--- config.mk ---
export PLATFORM = sky130hd
export DESIGN_NAME = pmod_sonar_array_ctrlr
export DESIGN_NICKNAME = d
export VERILOG_FILES = /design/src/rtl/pmod_sonar_array_ctrlr.sv
export SDC_FILE = /design/constraint.sdc
export NUM_CORES = 1
export LEC_CHECK = 0
export ABC_AREA = 0
export ABC_CLOCK_PERIOD_IN_PS = 4850
export BUFFER_PORTS_ARGS = -buffer_cell sky130_fd_sc_hd__buf_2
export CAP_MARGIN = 25
export CORE_MARGIN = 5
export CORE_UTILIZATION = 53
export CTS_CLUSTER_DIAMETER = 50
export DETAILED_ROUTE_END_ITERATION = 10
export PLACE_DENSITY = 0.77
export REMOVE_ABC_BUFFERS = 1
export SKIP_LAST_GASP = 1
export SYNTH_ARGS = -nofsm -noshare
export SYNTH_HDL_FRONTEND = slang
export SYNTH_SLANG_ARGS = --single-unit
export TNS_END_PERCENT = 20
--- constraint.sdc ---
create_clock -name i_clk -period 4.85 [get_ports i_clk]
set_clock_uncertainty 0.1 [all_clocks]
set_input_delay 0.97 -clock i_clk [delete_from_list [all_inputs] [get_ports i_clk]]
set_output_delay 0.97 -clock i_clk [all_outputs]
set_load 0.005 [all_outputs]
--- src/rtl/pmod_sonar_array_ctrlr.sv ---
// Round-robin ultrasonic sensor array controller: hardware trigger pulses, per-channel echo
// width capture with timeout, and a Wishbone register file.
// Valid/ready: a bus request is taken when cyc&stb are high and ack is low; ack answers it exactly one cycle later.
module pmod_sonar_array_ctrlr #(
    parameter int N_CH           = 2,
    parameter int CNT_W          = 24,
    parameter int TRIG_CYCLES    = 640,
    parameter int TIMEOUT_CYCLES = 2_560_000,
    parameter int GAP_CYCLES     = 3_840_000
) (
    input  logic            i_clk,
    input  logic            i_rst,
    input  logic [5:0]      i_wb_adr,
    input  logic [31:0]     i_wb_dat,
    input  logic [3:0]      i_wb_sel,
    input  logic            i_wb_we,
    input  logic            i_wb_cyc,
    input  logic            i_wb_stb,
    output logic [31:0]     o_wb_dat,
    output logic            o_wb_ack,
    output logic [N_CH-1:0] o_trigger,
    input  logic [N_CH-1:0] i_echo,
    output logic [2:0]      o_dbg_state
);

    typedef enum logic [2:0] {S_IDLE, S_TRIG, S_WAIT_RISE, S_MEASURE, S_GAP} state_t;

    localparam logic [3:0]       CH_VALID = 4'((1 << N_CH) - 1);
    localparam logic [31:0]      CNT_MAX  = 32'((64'd1 << CNT_W) - 64'd1);
    localparam logic [31:0]      TMO_LIM  = 32'(TIMEOUT_CYCLES);
    localparam logic [CNT_W-1:0] TMO_RES  = (TMO_LIM > CNT_MAX) ? CNT_W'(CNT_MAX) : CNT_W'(TMO_LIM);

    logic             ack_q, en_q, cont_q, start_q;
    logic [31:0]      dat_q, rd_data;
    logic [3:0]       mask_q, done_q, done_d, tmo_q, tmo_d;
    logic [3:0]       set_done, set_tmo, clr_tmo, clr_bits, ch_oh, echo4;
    logic [CNT_W-1:0] result_q [N_CH];
    logic [CNT_W-1:0] cnt_q, cnt_d, res_val;
    logic             res_we;
    state_t           state_q, state_d;
    logic [1:0]       ch_q, ch_d;
    logic [31:0]      tmr_q, tmr_d, cnt_inc;
    logic [N_CH-1:0]  echo_m_q, echo_s_q;
    logic [2:0]       pk_idle, pk_next;
    logic             wb_acc, wr, rd, echo_cur;
    logic [3:0]       word;
    logic             unused_ok;

    // Returns {found, channel}: first channel enabled in m at or after 'from', wrapping.
    function automatic logic [2:0] pick_ch(input logic [1:0] from, input logic [3:0] m);
        logic [2:0] r;
        int c;
        r = 3'b000;
        for (int i = N_CH - 1; i >= 0; i--) begin
            c = (int'(from) + i) % N_CH;
            if (m[c]) r = {1'b1, c[1:0]};
        end
        return r;
    endfunction

    assign wb_acc    = i_wb_cyc & i_wb_stb & ~ack_q;
    assign wr        = wb_acc & i_wb_we;
    assign rd        = wb_acc & ~i_wb_we;
    assign word      = i_wb_adr[5:2];
    assign clr_bits  = (wr && word == 4'd2 && i_wb_sel[0]) ? (i_wb_dat[3:0] & CH_VALID) : 4'd0;
    assign ch_oh     = 4'b0001 << ch_q;
    assign echo4     = 4'(echo_s_q);
    assign echo_cur  = echo4[ch_q];
    assign cnt_inc   = 32'(cnt_q) + 32'd1;
    assign pk_idle   = pick_ch(ch_q, mask_q);
    assign pk_next   = pick_ch(ch_q + 2'd1, mask_q);
    assign unused_ok = ^{i_wb_dat[31:8], i_wb_sel[3:1], i_wb_adr[1:0]};

    assign o_wb_ack    = ack_q;
    assign o_wb_dat    = dat_q;
    assign o_dbg_state = state_q;
    // Gated by en_q so clearing EN drops the trigger in the very cycle the write lands.
    assign o_trigger   = (state_q == S_TRIG && en_q) ? ch_oh[N_CH-1:0] : '0;

    always_comb begin
        rd_data = 32'd0;
        case (word)
            4'd0: rd_data = {24'd0, mask_q, 2'b00, cont_q, en_q};
            4'd1: rd_data = {4'd0, echo4, 4'd0, tmo_q, 4'd0, done_q, 5'd0, ch_q, state_q != S_IDLE};
            default: begin
                for (int n = 0; n < N_CH; n++)
                    if (word == 4'(4 + n)) rd_data = 32'(result_q[n]);
            end
        endcase
    end

    always_comb begin
        state_d  = state_q;
        ch_d     = ch_q;
        tmr_d    = tmr_q;
        cnt_d    = cnt_q;
        set_done = 4'd0;
        set_tmo  = 4'd0;
        clr_tmo  = 4'd0;
        res_we   = 1'b0;
        res_val  = cnt_q;
        case (state_q)
            S_IDLE: begin
                if (en_q && (start_q || cont_q) && pk_idle[2]) begin
                    state_d = S_TRIG;
                    ch_d    = pk_idle[1:0];
                    tmr_d   = 32'd0;
                end
            end
            S_TRIG: begin
                if (tmr_q == 32'(TRIG_CYCLES - 1)) begin
                    state_d = S_WAIT_RISE;
                    tmr_d   = 32'd0;
                end else begin
                    tmr_d = tmr_q + 32'd1;
                end
            end
            S_WAIT_RISE: begin
                if (echo_cur) begin
                    // The cycle that sees the rising edge is the first counted cycle.
                    state_d = S_MEASURE;
                    cnt_d   = CNT_W'(1);
                end else if (tmr_q == TMO_LIM - 32'd1) begin
                    set_done = ch_oh;
                    set_tmo  = ch_oh;
                    state_d  = S_GAP;
                    tmr_d    = 32'd0;
                end else begin
                    tmr_d = tmr_q + 32'd1;
                end
            end
            S_MEASURE: begin
                if (!echo_cur) begin
                    res_we   = 1'b1;
                    set_done = ch_oh;
                    clr_tmo  = ch_oh;
                    state_d  = S_GAP;
                    tmr_d    = 32'd0;
                end else if (cnt_inc >= TMO_LIM) begin
                    res_we   = 1'b1;
                    res_val  = TMO_RES;
                    set_done = ch_oh;
                    set_tmo  = ch_oh;
                    state_d  = S_GAP;
                    tmr_d    = 32'd0;
                end else if (32'(cnt_q) != CNT_MAX) begin
                    cnt_d = cnt_q + CNT_W'(1);
                end
            end
            S_GAP: begin
                if (tmr_q == 32'(GAP_CYCLES - 1)) begin
                    tmr_d = 32'd0;
                    if (cont_q) begin
                        state_d = pk_next[2] ? S_TRIG : S_IDLE;
                        if (pk_next[2]) ch_d = pk_next[1:0];
                    end else if (pk_next[2] && pk_next[1:0] > ch_q) begin
                        state_d = S_TRIG;
                        ch_d    = pk_next[1:0];
                    end else begin
                        // Single-shot sweep finished; the next sweep starts from channel 0.
                        state_d = S_IDLE;
                        ch_d    = 2'd0;
                    end
                end else begin
                    tmr_d = tmr_q + 32'd1;
                end
            end
            default: state_d = S_IDLE;
        endcase
        if (!en_q && state_q != S_IDLE) state_d = S_IDLE;
    end

    assign done_d = (done_q & ~clr_bits) | set_done;
    assign tmo_d  = (tmo_q & ~clr_bits & ~clr_tmo) | set_tmo;

    always_ff @(posedge i_clk or posedge i_rst) begin
        if (i_rst) begin
            ack_q    <= 1'b0;
            dat_q    <= 32'd0;
            en_q     <= 1'b0;
            cont_q   <= 1'b0;
            start_q  <= 1'b0;
            mask_q   <= 4'd0;
            done_q   <= 4'd0;
            tmo_q    <= 4'd0;
            state_q  <= S_IDLE;
            ch_q     <= 2'd0;
            tmr_q    <= 32'd0;
            cnt_q    <= '0;
            echo_m_q <= '0;
            echo_s_q <= '0;
            for (int n = 0; n < N_CH; n++) result_q[n] <= '0;
        end else begin
            ack_q    <= wb_acc;
            dat_q    <= rd ? rd_data : 32'd0;
            start_q  <= wr && word == 4'd0 && i_wb_sel[0] && i_wb_dat[2];
            if (wr && word == 4'd0 && i_wb_sel[0]) begin
                en_q   <= i_wb_dat[0];
                cont_q <= i_wb_dat[1];
                mask_q <= i_wb_dat[7:4] & CH_VALID;
            end
            done_q   <= done_d;
            tmo_q    <= tmo_d;
            state_q  <= state_d;
            ch_q     <= ch_d;
            tmr_q    <= tmr_d;
            cnt_q    <= cnt_d;
            echo_m_q <= i_echo;
            echo_s_q <= echo_m_q;
            for (int n = 0; n < N_CH; n++)
                if (res_we && ch_q == 2'(n)) result_q[n] <= res_val;
        end
    end

endmodule

# Word-level counts from Yosys, hierarchy flattened

Cells that the tools add are included.

Word-level logic and storage cells: 168
Bits in registers: 159

Equality and inequality tests: 28
Reduce and logical (&&, ||, !) cells: 26
Bitwise operators: 15
Shift-type cells: 1
$lt $le $gt $ge: 7
Add/sub/neg operators: 6
Multiplexer cells: 68

Operators with widths:

| operator                                               | count |
|---|---|
| two-way mux 32 bit                                     | 9 |
| two-way mux 24 bit                                     | 8 |
| one-hot mux 32 bit (5 select lines)                    | 1 |
| equality test 32 x 22 -> 1 bit (second input constant) | 2 |
| one-hot mux 32 bit (2 select lines)                    | 1 |
| one-hot mux 24 bit (2 select lines)                    | 1 |
| two-way mux 3 bit                                      | 12 |
| adder 32 x 1 -> 32 bit (second input constant)         | 1 |
| equality test 32 x 10 -> 1 bit (second input constant) | 1 |
| two-way mux 4 bit                                      | 7 |
| adder 24 x 1 -> 25 bit (second input constant)         | 1 |
| >= comparator 25 x 22 -> 1 bit (second input constant) | 1 |
| adder 24 x 1 -> 24 bit (second input constant)         | 1 |
| != test 24 bit (second input constant)                 | 1 |
| != test 2 bit (second input constant)                  | 8 |
| one-hot mux 4 bit (2 select lines)                     | 2 |
| two-way mux 1 bit                                      | 15 |
| one-hot mux 3 bit (5 select lines)                     | 1 |
| AND reduction 5 bit                                    | 3 |
| two-way mux 2 bit                                      | 7 |
| bitwise AND 4 bit                                      | 3 |
| logical AND 1 bit                                      | 12 |
| != test 3 bit (second input constant)                  | 4 |
| equality test 4 x 3 -> 1 bit (second input constant)   | 2 |
| other kinds (31)                                       | 47 |

# Longest topological paths before layout

Gate-level depths: netlist of the first run.

Word-level depth: 15
Depth in mapped cells: 12
Mapped depth without buffers: 9

# Least setup slack after synthesis of the first run

OpenSTA, ideal clock, no wires.

Path type: register -> register
Start point: register cnt_q[1]
End point: register tmr_q[5]
Library setup time: 0.103 ns
Period minus slack after synthesis: 2.996 ns
Arrival: 2.793 ns
Buffers on the path: 3
Required time: 4.647 ns
Cell stages (with the launch flop): 13
Slack: 1.854 ns
Cell sequence: dfrtp_1 -> ha_1 -> nand3_1 -> nor4_4 -> nand3_2 -> or2_0 -> a211o_1 -> a41o_1 -> buf_6 -> nand2b_4 -> buf_6 -> buf_6 -> o41ai_2

Longest elaborated chain between the ends: 4

RTL lines:

| what                           | line | RTL |
|---|---|---|
| start, declared                | 38   | `logic [CNT_W-1:0] cnt_q, cnt_d, res_val;` |
| start signal, assigned         | 207  | `cnt_q <= cnt_d;` |
| adder 24 x 1 -> 25 bit         | 69   | `assign cnt_inc = 32'(cnt_q) + 32'd1;` |
| >= comparator 25 x 22 -> 1 bit | 139  | `end else if (cnt_inc >= TMO_LIM) begin` |
| != test 3 bit (no line)        | -    |  |
| AND reduction 4 bit (no line)  | -    |  |
| end signal, assigned           | 206  | `tmr_q <= tmr_d;` |
| end, declared                  | 42   | `logic [31:0] tmr_q, tmr_d, cnt_inc;` |

Every way passes these cells.
A chain may end at the register's enable or synchronous reset.

# Final worst setup path of the first run

Start point: register cnt_q[1]
End point: register tmr_q[4]

Same word-level chain as after synthesis.

==> flow_metrics.tcl, run 1 <==
set metrics [dict create \
    cts_tree "done" \
    final_common_cell "dfrtp_1" \
    grt_max_degree 77 \
    yosys_warnings 0 \
    multi_input_area_um2 3210 \
    hold_buffers 0 \
    crit_arrival_ns 3.96 \
    crit_fanout 22 \
    cp.required_ns 5.08 \
    drt_pass1_iterations 7 \
    drive_above_1_share_pct 14.2 \
    seq_area_frac_synth_pct 51.5 \
    rsz0062_at_grt "no" \
    irDropWorstVdd_v 0.000253 \
    diodes 0 \
    place.gp.congestion 0.926 \
    grt_pass1_wl_um 28200 \
    avgSynthCellArea_um2 10.2 \
    synth_edf_count 0 \
    ys_ff_latch 148 \
    post_drt_via_cell_ratio 6.29 \
    die-width_um 127 \
    drc 0 \
    dpl.cell_count 883 \
    hp-class "reg -> reg" \
    grt-ovfl-total 0 \
    area_delta_synth_final_pct 11.4 \
    synth_area_um2 7200 \
    die_y_um 127 \
    antenna_found_initial 0 \
    crit_buf_inv 1 \
    cts_buffer_depth 2 \
    ant_nets 0 \
    final_cell_mix "dfrtp_1 (148), nor2_1 (58), nand2_1 (56)" \
    post-route-cell-area_um2 8020 \
    post_cts_buffers 0 \
    cp-start-kind "flop" \
    crit_slowest_cell "dfrtp_1" \
    end_kind "flop" \
    grt_pass1_vias 5556 \
    synth_top_area_share_pct 51.5 \
    power_density_nw_per_um2 339 \
    grtUsageTotal_pct 21.6 \
    slowest_delay_ns 0.51 \
    cts.sink_count 148 \
    fin_crit_ns 3.72 \
    dr.first_iter.drc_count 557 \
    setup_viol 0 \
    ctsResizeCount 0 \
    fillerInstances 1104 \
    power.static_leakage_nw 3.58 \
    cap_violations 0 \
    hold_viol 0 \
    synth_top_cells_by_area "dfrtp_1 (51%), a22o_1 (4.9%), mux2i_1 (3.3%), nor2_1 (3.1%), o31ai_1 (3.1%)" \
    dieArea_um2 16000 \
    seq_area_um2 3700 \
    synthCells 704 \
    io_buffer_count 48 \
    h-tree-depth 4 \
    crit_family "simple AND/OR/NAND/NOR gates" \
    worstPathCellList "ha_1 -> nand3_1 -> nor4_4 -> nand3_2 -> or2_0 -> a211o_1 -> a41o_1 -> buf_4 -> or4_1 -> o211ai_1" \
    pin_count 87 \
    async_reset_ff_share_pct 100 \
    dp_hpwl_um 11100 \
    hold_slack_ns 0.250 \
    synth_top_area_cell "dfrtp_1" \
    drv_slew 0 \
    start_util_pct 54.1 \
    fmax_mhz 268 \
    vias 5746 \
    nets 777 \
    core_um2 13300 \
    status "finished clean" \
    slew_headroom_pct 31.8 \
    min_period_over_period_pct 76.8 \
    clockRootBuffer "clkbuf_16" \
    placed_area_um2 7450 \
    clock_latency_ns 0.43 \
    synth_cell_types 67 \
    wl_per_cell_um 18.4 \
    fin_cells 914 \
    final_util_pct 60.3 \
    path_clk_slew_ns 0.06 \
    worst_pin_slew_ns 1.02 \
    wl_um 16800 \
    tns_ns 0 \
    cts_buffers 17 \
    rows 42 \
    worst-setup-path-type "reg -> reg" \
    synth-main-ff-cell "dfrtp_1" \
]
## per-stage QoR
step | worst slack [ns] | power, W
after floorplan | -0.200 | 0.00140
after global placement | 1.30 | 0.00146
after detailed placement | 1.17 | 0.00147
after CTS | 1.17 | 0.00274
after global routing | 0.861 | 0.00282
final | 1.13 | 0.00272
## where the power goes
group          switching (W)  internal (W)  leakage, nW  total [W]
Combinational       0.000121     0.0000600         1.27   0.000181
Sequential         0.0000225       0.00125         2.04    0.00127
Clock               0.000488      0.000778        0.276    0.00127
Total               0.000632       0.00208         3.58    0.00272
## cell usage after synthesis, types with 2 or more instances
cell type and instances:
nor4_1 9, o41ai_2 2, a21oi_1 14, buf_6 4, o22a_1 9, a2bb2oi_1 2, a21o_1 4, ha_1 2
or3_1 2, clkbuf_1 31, nor2b_1 11, xnor2_1 2, nand2b_1 5, or4_1 3, and3_1 12, dfrtp_1 148
nand2_1 56, a31oi_1 10, buf_2 10, o211ai_1 18, and2_1 7, o311ai_0 4, o221ai_1 2, a22o_1 40
o22ai_1 2, o32ai_1 2, a211o_1 3, o21ai_0 37, o41ai_1 7, and4_1 5, a211oi_1 2, nand3_1 31
or2_1 2, mux2_2 10, nand4_1 17, o31ai_1 30, a22oi_1 4, buf_1 3, nor3_1 15, a21boi_0 2
nor2_1 60, inv_1 11, buf_4 6, nor4bb_1 2, mux2i_1 24
## flip-flops by register name, summed over array words and instances (netlist names), 2 cells and up
signal	count
echo_s_q	2
mask_q	2
cnt_q	24
o_dbg_state	3
result_q	48
o_wb_dat	26
tmo_q	2
done_q	2
echo_m_q	2
tmr_q	32
## final timing paths
kind | to | startpoint | cells after the start | slack, ns
setup / recovery | tmr_q[4] | cnt_q[1] | 10 | 1.13
hold / removal | echo_s_q[1] | echo_m_q[1] | 0 | 0.25
setup reg to reg | tmr_q[4] | cnt_q[1] | 10 | 1.13
hold reg to reg | echo_s_q[1] | echo_m_q[1] | 0 | 0.25
max in group asynchronous | cnt_q[22] | i_rst | 3 | 3.14
min in group asynchronous | o_wb_dat[22] | i_rst | 2 | 0.55
## cells by family after synthesis
family	Yosys count	synth area share, %
fa+ha+maj	2	0.348
compound gates	204	21.0
simple gates	248	17.7
mux	34	4.90
xor+xnor	2	0.243
other cells	1	0.0521
flops	148	51.5
buf+inv	65	4.29
## layout make-up
class / count / share of cell area [%]
sequential: 148 / 46.2
multi-input combinational: 496 / 40.0
clock buffer: 22 / 5.79
timing repair buffer: 52 / 3.37
tap: 176 / 2.75
clock inverter: 9 / 1.30
inverter: 11 / 0.577
## worst reg2reg max path: stages (launching register included)
cell	delay [ns]
dfrtp_1	0.51
ha_1	0.25
nand3_1	0.19
nor4_4	0.41
nand3_2	0.15
or2_0	0.24
a211o_1	0.41
a41o_1	0.45
buf_4	0.30
or4_1	0.51
o211ai_1	0.11
## layer usage
metal	track usage (%)	wire length [um]
met1	28.0	6990
met2	35.4	8540
met3	5.55	983
met4	7.19	273
met5	0	0
No activity file was read; power rests on OpenSTA's default activity.
==> run 2, diff against run 1 <==
--- a/config.mk
+++ b/config.mk
@@ -5,12 +5,12 @@
 export SDC_FILE = /design/constraint.sdc
 export NUM_CORES = 1
 export LEC_CHECK = 0
-export ABC_AREA = 0
-export ABC_CLOCK_PERIOD_IN_PS = 4850
+export ABC_AREA = 1
+export ABC_CLOCK_PERIOD_IN_PS = 3400
 export BUFFER_PORTS_ARGS = -buffer_cell sky130_fd_sc_hd__buf_2
 export CAP_MARGIN = 25
 export CORE_MARGIN = 5
-export CORE_UTILIZATION = 53
+export CORE_UTILIZATION = 54
 export CTS_CLUSTER_DIAMETER = 50
 export DETAILED_ROUTE_END_ITERATION = 10
 export PLACE_DENSITY = 0.77
==> constraint.sdc (replaced) <==
create_clock -name i_clk -period 3.4 [get_ports i_clk]
set_clock_uncertainty 0.1 [all_clocks]
set_input_delay 0.68 -clock i_clk [delete_from_list [all_inputs] [get_ports i_clk]]
set_output_delay 0.68 -clock i_clk [all_outputs]
set_load 0.005 [all_outputs]
==> run 2 against run 1 <==
- register-to-register slack worse by 0.61 ns
- critical path depth rose by 6
- die area increased by 14%
- clock power rose by 49%
- largest power group is now clock
- final area increased by 16%
==> flow_metrics.tcl, run 2 <==
set metrics [dict create \
    crit_family "simple AND/OR/NAND/NOR gates" \
    path_clk_slew_ns 0.07 \
    synth-main-ff-cell "dfrtp_1" \
    hp-class "in -> async" \
    cts.sink_count 148 \
    die_y_um 135 \
    synthTopCellsByCount "nand2_1 (330), dfrtp_1 (148), nor2_1 (102)" \
    diodes 0 \
    r2r_start "cnt_q[1]" \
    irDropWorstVdd_v 0.000413 \
    nets 1192 \
    dpl.cell_count 1333 \
    internal_power_w 0.00307 \
    grt.busiest_layer "met1" \
    ant_nets 0 \
    yosys_warnings 0 \
    hold_viol 0 \
    grt_use_met1_pct 36.1 \
    crit_fanout 26 \
    grt_pass1_wl_um 35200 \
    worstPathCellList "ha_1 -> nand3_2 -> clkinv_2 -> nand2_2 -> nor2_2 -> nand2_1 -> nand2_1 -> nand3_1 -> nor2_1 -> nand2_1 -> inv_2 -> nand2_1 -> nand2_2 -> nand2_1 -> nand2_1 -> nand2_1" \
    grt-ovfl-total 0 \
    grt_use_met3_pct 5.25 \
    drc 0 \
    cts_tree "done" \
    crit_buf_inv 2 \
    synthCells 1109 \
    power.static_leakage_nw 4.23 \
    avgSynthCellArea_um2 7.59 \
    seq_area_frac_synth_pct 44.0 \
    largest-register "result_q" \
    start_util_pct 55.2 \
    setup_viol 0 \
    drt_pass1_iterations 5 \
    cp-start-kind "flop" \
    io_buffer_count 48 \
    post_cts_buffers 0 \
    min_period_over_period_pct 84.9 \
    power_density_nw_per_um2 507 \
    power_w 0.00473 \
    fin_cells 1365 \
    dieArea_um2 18200 \
    cts_buffer_depth 2 \
    r2r_cells 16 \
    status "finished clean" \
    rows 45 \
    power_frac_clock_pct 39.9 \
    rsz0062_at_grt "no" \
    ys_ff_latch 148 \
    net-switching-power_w 0.00166 \
    fmax_mhz 346 \
    synth_area_um2 8420 \
    synth_top_cells_by_area "dfrtp_1 (44%), nand2_1 (15%), nand3_1 (4.6%), nor2_1 (4.5%), inv_1 (4.1%)" \
    area_delta_synth_final_pct 10.9 \
    synth_top_area_cell "dfrtp_1" \
    h-tree-depth 4 \
    largest_reg_flops 48 \
    grtUsageTotal_pct 23.9 \
    r2r-end "result_q[45]" \
    slew_headroom_pct 51.2 \
    fin_crit_ns 2.89 \
    synth_top_area_share_pct 44.0 \
    seqPwrFrac_pct 39.8 \
    grt_max_degree 76 \
    final_common_cell "nand2_1" \
    die-width_um 135 \
    final_cell_mix "nand2_1 (330), dfrtp_1 (148), nor2_1 (102)" \
    swShare_pct 35.0 \
    synth_edf_count 0 \
    grt_pass1_vias 7036 \
    drive_above_1_share_pct 13.8 \
    crit_arrival_ns 3.11 \
    crit_top_cell "nand2_1" \
    slowest_delay_ns 0.44 \
    tns_ns 0 \
    final_util_pct 61.2 \
    clockRootBuffer "clkbuf_16" \
    dp_hpwl_um 14400 \
    cts_buffers 17 \
    hold_slack_ns 0.249 \
    dr.first_iter.drc_count 651 \
    end_kind "flop" \
    wl_um 20800 \
    antenna_found_initial 0 \
    ctsResizeCount 0 \
    vias 7563 \
    power_frac_comb_pct 20.3 \
    pin_count 87 \
    core_um2 15300 \
    met2_usage_pct 35.0 \
    regToRegSetupSlack_ns 0.51 \
    wl_per_cell_um 15.2 \
    async_reset_ff_share_pct 100 \
    crit_slowest_cell "dfrtp_1" \
    hold_buffers 0 \
    synth_cell_types 46 \
    post_drt_via_cell_ratio 5.54 \
    cp.required_ns 3.62 \
    place.gp.congestion 1.01 \
    worst_pin_slew_ns 0.729 \
    drv_slew 0 \
    yosysMostFrequentCell "nand2_1" \
    clock_latency_ns 0.44 \
    cap_violations 0 \
    worst-setup-path-type "reg -> reg" \
]
## run 2: cell types whose count changed in the layout (fill, tap and decap cells not counted), moves of 28 or more
cell / before / now
nand2_1: 56 / 330
inv_1: 10 / 90
o21ai_1: 0 / 60
nand3_1: 31 / 77
nor2_1: 58 / 102
a22o_1: 40 / 0
o31ai_1: 30 / 2
## run 2: worst reg2reg max path, stage by stage (launching register included)
cell	delay, ns
dfrtp_1	0.44
ha_1	0.26
nand3_2	0.15
clkinv_2	0.13
nand2_2	0.06
nor2_2	0.15
nand2_1	0.07
nand2_1	0.09
nand3_1	0.07
nor2_1	0.11
nand2_1	0.14
inv_2	0.16
nand2_1	0.08
nand2_2	0.40
nand2_1	0.20
nand2_1	0.12
nand2_1	0.05
## run 2: stage by stage
stage	cell area (um2)	worst slack, ns
5_1_grt	9340	0.265
4_1_cts	9340	0.541
3_3_place_gp	8750	0.668
3_5_place_dp	8750	0.590
2_1_floorplan	8150	-1.36
6_report	9340	0.513
## run 2: cell families after synthesis
kind of cell / share of synthesized area, %
xor gates and xnor gates: 3.22
buffers and inverters: 7.82
AOI/OAI and AO/OA: 13.5
adders and majority gates: 0.297
other: 0.0445
DFF: 44.0
and+or+nand+nor: 31.1
## run 2: worst max path at each step
stage,cells past startpoint,endpoint,slack [ns],startpoint
floorplan,1,ch_q[0],-1.36,i_rst
global placement,16,result_q[45],0.67,cnt_q[1]
detailed placement,16,result_q[45],0.59,cnt_q[1]
CTS,7,o_trigger[1],0.54,o_dbg_state[2]
global route,13,result_q[33],0.26,cnt_q[6]
finish,16,result_q[45],0.51,cnt_q[1]
## run 2: per-layer routing
| layer | up-vias | routed length (um) |
|---|---|---|
| li1 | 3710 | - |
| met1 | 3580 | 9820 |
| met2 | 247 | 9300 |
| met3 | 26 | 1390 |
| met4 | 0 | 262 |
| met5 | - | 0 |
## run 2: cell type report
class | count | area [um2]
Multi-Input combinational cell | 818 | 4080
Tap cell | 211 | 264
Clock inverter | 15 | 164
Sequential cell | 148 | 3700
Fill cell | 1367 | 5920
Timing Repair Buffer | 58 | 328
Inverter | 98 | 374
Clock buffer | 17 | 425
## run 2: power by group through the flow
stage	sequential, W	combinational [W]	clock (W)
floorplan	0.00191	0.000659	0
global placement	0.00191	0.000938	0
detailed placement	0.00192	0.000945	0
CTS	0.00188	0.000953	0.00191
global route	0.00189	0.00107	0.00200
finish	0.00188	0.000959	0.00189
==> run 3, diff against run 2 <==
--- a/config.mk
+++ b/config.mk
@@ -5,12 +5,12 @@
 export SDC_FILE = /design/constraint.sdc
 export NUM_CORES = 1
 export LEC_CHECK = 0
-export ABC_AREA = 1
-export ABC_CLOCK_PERIOD_IN_PS = 3400
+export ABC_AREA = 0
+export ABC_CLOCK_PERIOD_IN_PS = 2500
 export BUFFER_PORTS_ARGS = -buffer_cell sky130_fd_sc_hd__buf_2
 export CAP_MARGIN = 25
 export CORE_MARGIN = 5
-export CORE_UTILIZATION = 54
+export CORE_UTILIZATION = 53
 export CTS_CLUSTER_DIAMETER = 50
 export DETAILED_ROUTE_END_ITERATION = 10
 export PLACE_DENSITY = 0.77
==> constraint.sdc (replaced) <==
create_clock -name i_clk -period 2.5 [get_ports i_clk]
set_clock_uncertainty 0.1 [all_clocks]
set_input_delay 0.5 -clock i_clk [delete_from_list [all_inputs] [get_ports i_clk]]
set_output_delay 0.5 -clock i_clk [all_outputs]
set_load 0.005 [all_outputs]
==> run 3 against run 2 <==
- combinational power shrank 43%
- routed wire length rose by 5.9%
- die area fell by 12%
- core utilization increased by 13 points
- global-route usage up 2.3 points
- power is 17% higher
- the flow now finishes with violations (hold timing, setup timing)
- flip-flop and latch count is the same
- final area increased by 5.2%
- sequential share of layout area down 1.9 points
- highest routed layer unchanged
- worst setup slack lost 0.92 ns
- first-iteration DRC count grew 10%
==> flow_metrics.tcl, run 3 (synthesis gave the netlist of run 1 again) <==
set metrics [dict create \
    status "finished, violations left" \
    violations "hold timing, setup timing" \
    cp.required_ns 2.72 \
    worst-setup-path-type "reg -> reg" \
    hold_slack_ns -0.00943 \
    grt_pass1_wl_um 34100 \
    grt-ovfl-total 0 \
    cts_buffer_depth 2 \
    hold_viol 3 \
    power_density_nw_per_um2 561 \
    cp-start-kind "flop" \
    die_y_um 127 \
    clockRootBuffer "clkbuf_16" \
    end_kind "flop" \
    hold_buffers 0 \
    drt_pass1_iterations 5 \
    wl_um 22000 \
    cts.sink_count 148 \
    min_period_over_period_pct 116 \
    io_buffer_count 48 \
    fin_cells 1078 \
    crit_arrival_ns 3.13 \
    power_w 0.00551 \
    slew_headroom_pct 66.1 \
    dr.first_iter.drc_count 718 \
    antenna_found_initial 0 \
    rsz0062_at_grt "yes" \
    cts_tree "done" \
    h-tree-depth 4 \
    grt_max_degree 51 \
    vias 6904 \
    dpl.cell_count 1025 \
    final_common_cell "buf_4" \
    grt_pass1_vias 6895 \
    crit_fanout 7 \
    hp-class "in -> async" \
    cts_buffers 17 \
    largest_reg_flops 48 \
    area_delta_synth_final_pct 36.5 \
    drive_above_1_share_pct 36.0 \
    diodes 0 \
    drv_slew 0 \
    fillerInstances 849 \
    path_clk_slew_ns 0.06 \
    post_drt_via_cell_ratio 6.40 \
    setup_viol 112 \
    seq_area_um2 3710 \
    place.gp.congestion 0.892 \
    largest-register "result_q" \
    final_cell_mix "buf_4 (153), dfrtp_1 (143), nor2_1 (60)" \
    fin_crit_ns 2.90 \
    nets 940 \
    cap_violations 0 \
    finalWorstSetupSlack_ns -0.404 \
    pin_count 87 \
    power.static_leakage_nw 4.64 \
    rows 42 \
    irDropWorstVdd_v 0.000493 \
    grtUsageTotal_pct 26.3 \
    core_um2 13300 \
    ant_nets 0 \
    dieArea_um2 16000 \
    wl_per_cell_um 20.4 \
    worst_pin_slew_ns 0.508 \
    pre_cts_slack_ns -0.535 \
    clock_latency_ns 0.43 \
    drc 0 \
    fmax_mhz 344 \
    final_util_pct 73.9 \
    dp_hpwl_um 13500 \
    start_util_pct 54.1 \
    die-width_um 127 \
    multi_input_area_um2 3670 \
]
## run 3: cell count changes in the layout (fill, tap and decap cells not counted), moves of 27 or more
cell     previous run  this run
xor2_1             27         0
nor2_1            102        60
nand2_1           330        55
a22o_1              0        40
buf_4               9       153
o21ai_1            60         5
inv_1              90         9
nand3_1            77        28
## run 3: critical path, cell delays in order, from the launching register on
cell,delay (ns)
dfrtp_1,0.38
buf_4,0.14
and4_2,0.27
nand2_1,0.16
nor3_2,0.27
a31oi_2,0.18
a211o_1,0.37
a41o_4,0.32
nand2b_4,0.24
o41ai_4,0.35
## run 3: worst paths after layout
path                                  start            to  slack (ns)  depth (start not counted)
min in group i_clk                i_echo[0]   echo_m_q[0]        0.07                          1
worst max-delay path              cnt_q[15]     tmr_q[15]       -0.40                          9
worst max register to register    cnt_q[15]     tmr_q[15]       -0.40                          9
worst min register to register  echo_m_q[0]   echo_s_q[0]        0.26                          0
worst min-delay path                  i_rst  o_wb_dat[21]      -0.009                          2
max in group asynchronous             i_rst      tmo_q[1]        1.65                          3
## run 3: repair_timing
| item | 4_1_cts | 5_1_grt |
|---|---|---|
| cloned | 2 | 1 |
| pin swaps | 14 | 14 |
| gates resized for setup | 55 | 48 |
| setup endpoints to repair | 112 | 112 |
| hold endpoints to repair | 0 | 0 |
| setup buffers | 7 | 11 |
## run 3: final cells by class
type                       count  share of cell area, %
timing repair buffer         213                   16.2
tap                          176                   2.24
sequential                   148                   37.8
inverter                      11                  0.509
clock inverter                10                   1.26
multi-input combinational    498                   37.4
clock buffer                  22                   4.62
## run 3: power breakdown
| part | switching (W) | internal, W |
|---|---|---|
| combinational | 0.000330 | 0.000212 |
| sequential | 0.0000253 | 0.00242 |
| clock | 0.00103 | 0.00151 |
## run 3: metrics by stage
stage	hold slack, ns	setup TNS (ns)	cell area (um2)
3_5_place_dp	0.250	-39.18	8590
5_1_grt	0.0411	-43.05	9820
4_1_cts	0.0166	-19.27	9480
2_1_floorplan	0.231	-358.12	6950
6_report	-0.00943	-31.12	9820
3_3_place_gp	0.233	-34.06	8590
## run 3: layer usage
layer	wire length [um]	up-vias	track usage [%]
met5	0	-	0
met4	744	0	12.1
met3	1470	77	5.51
met2	11400	337	45.5
met1	8390	3478	31.5
li1	-	3012	-
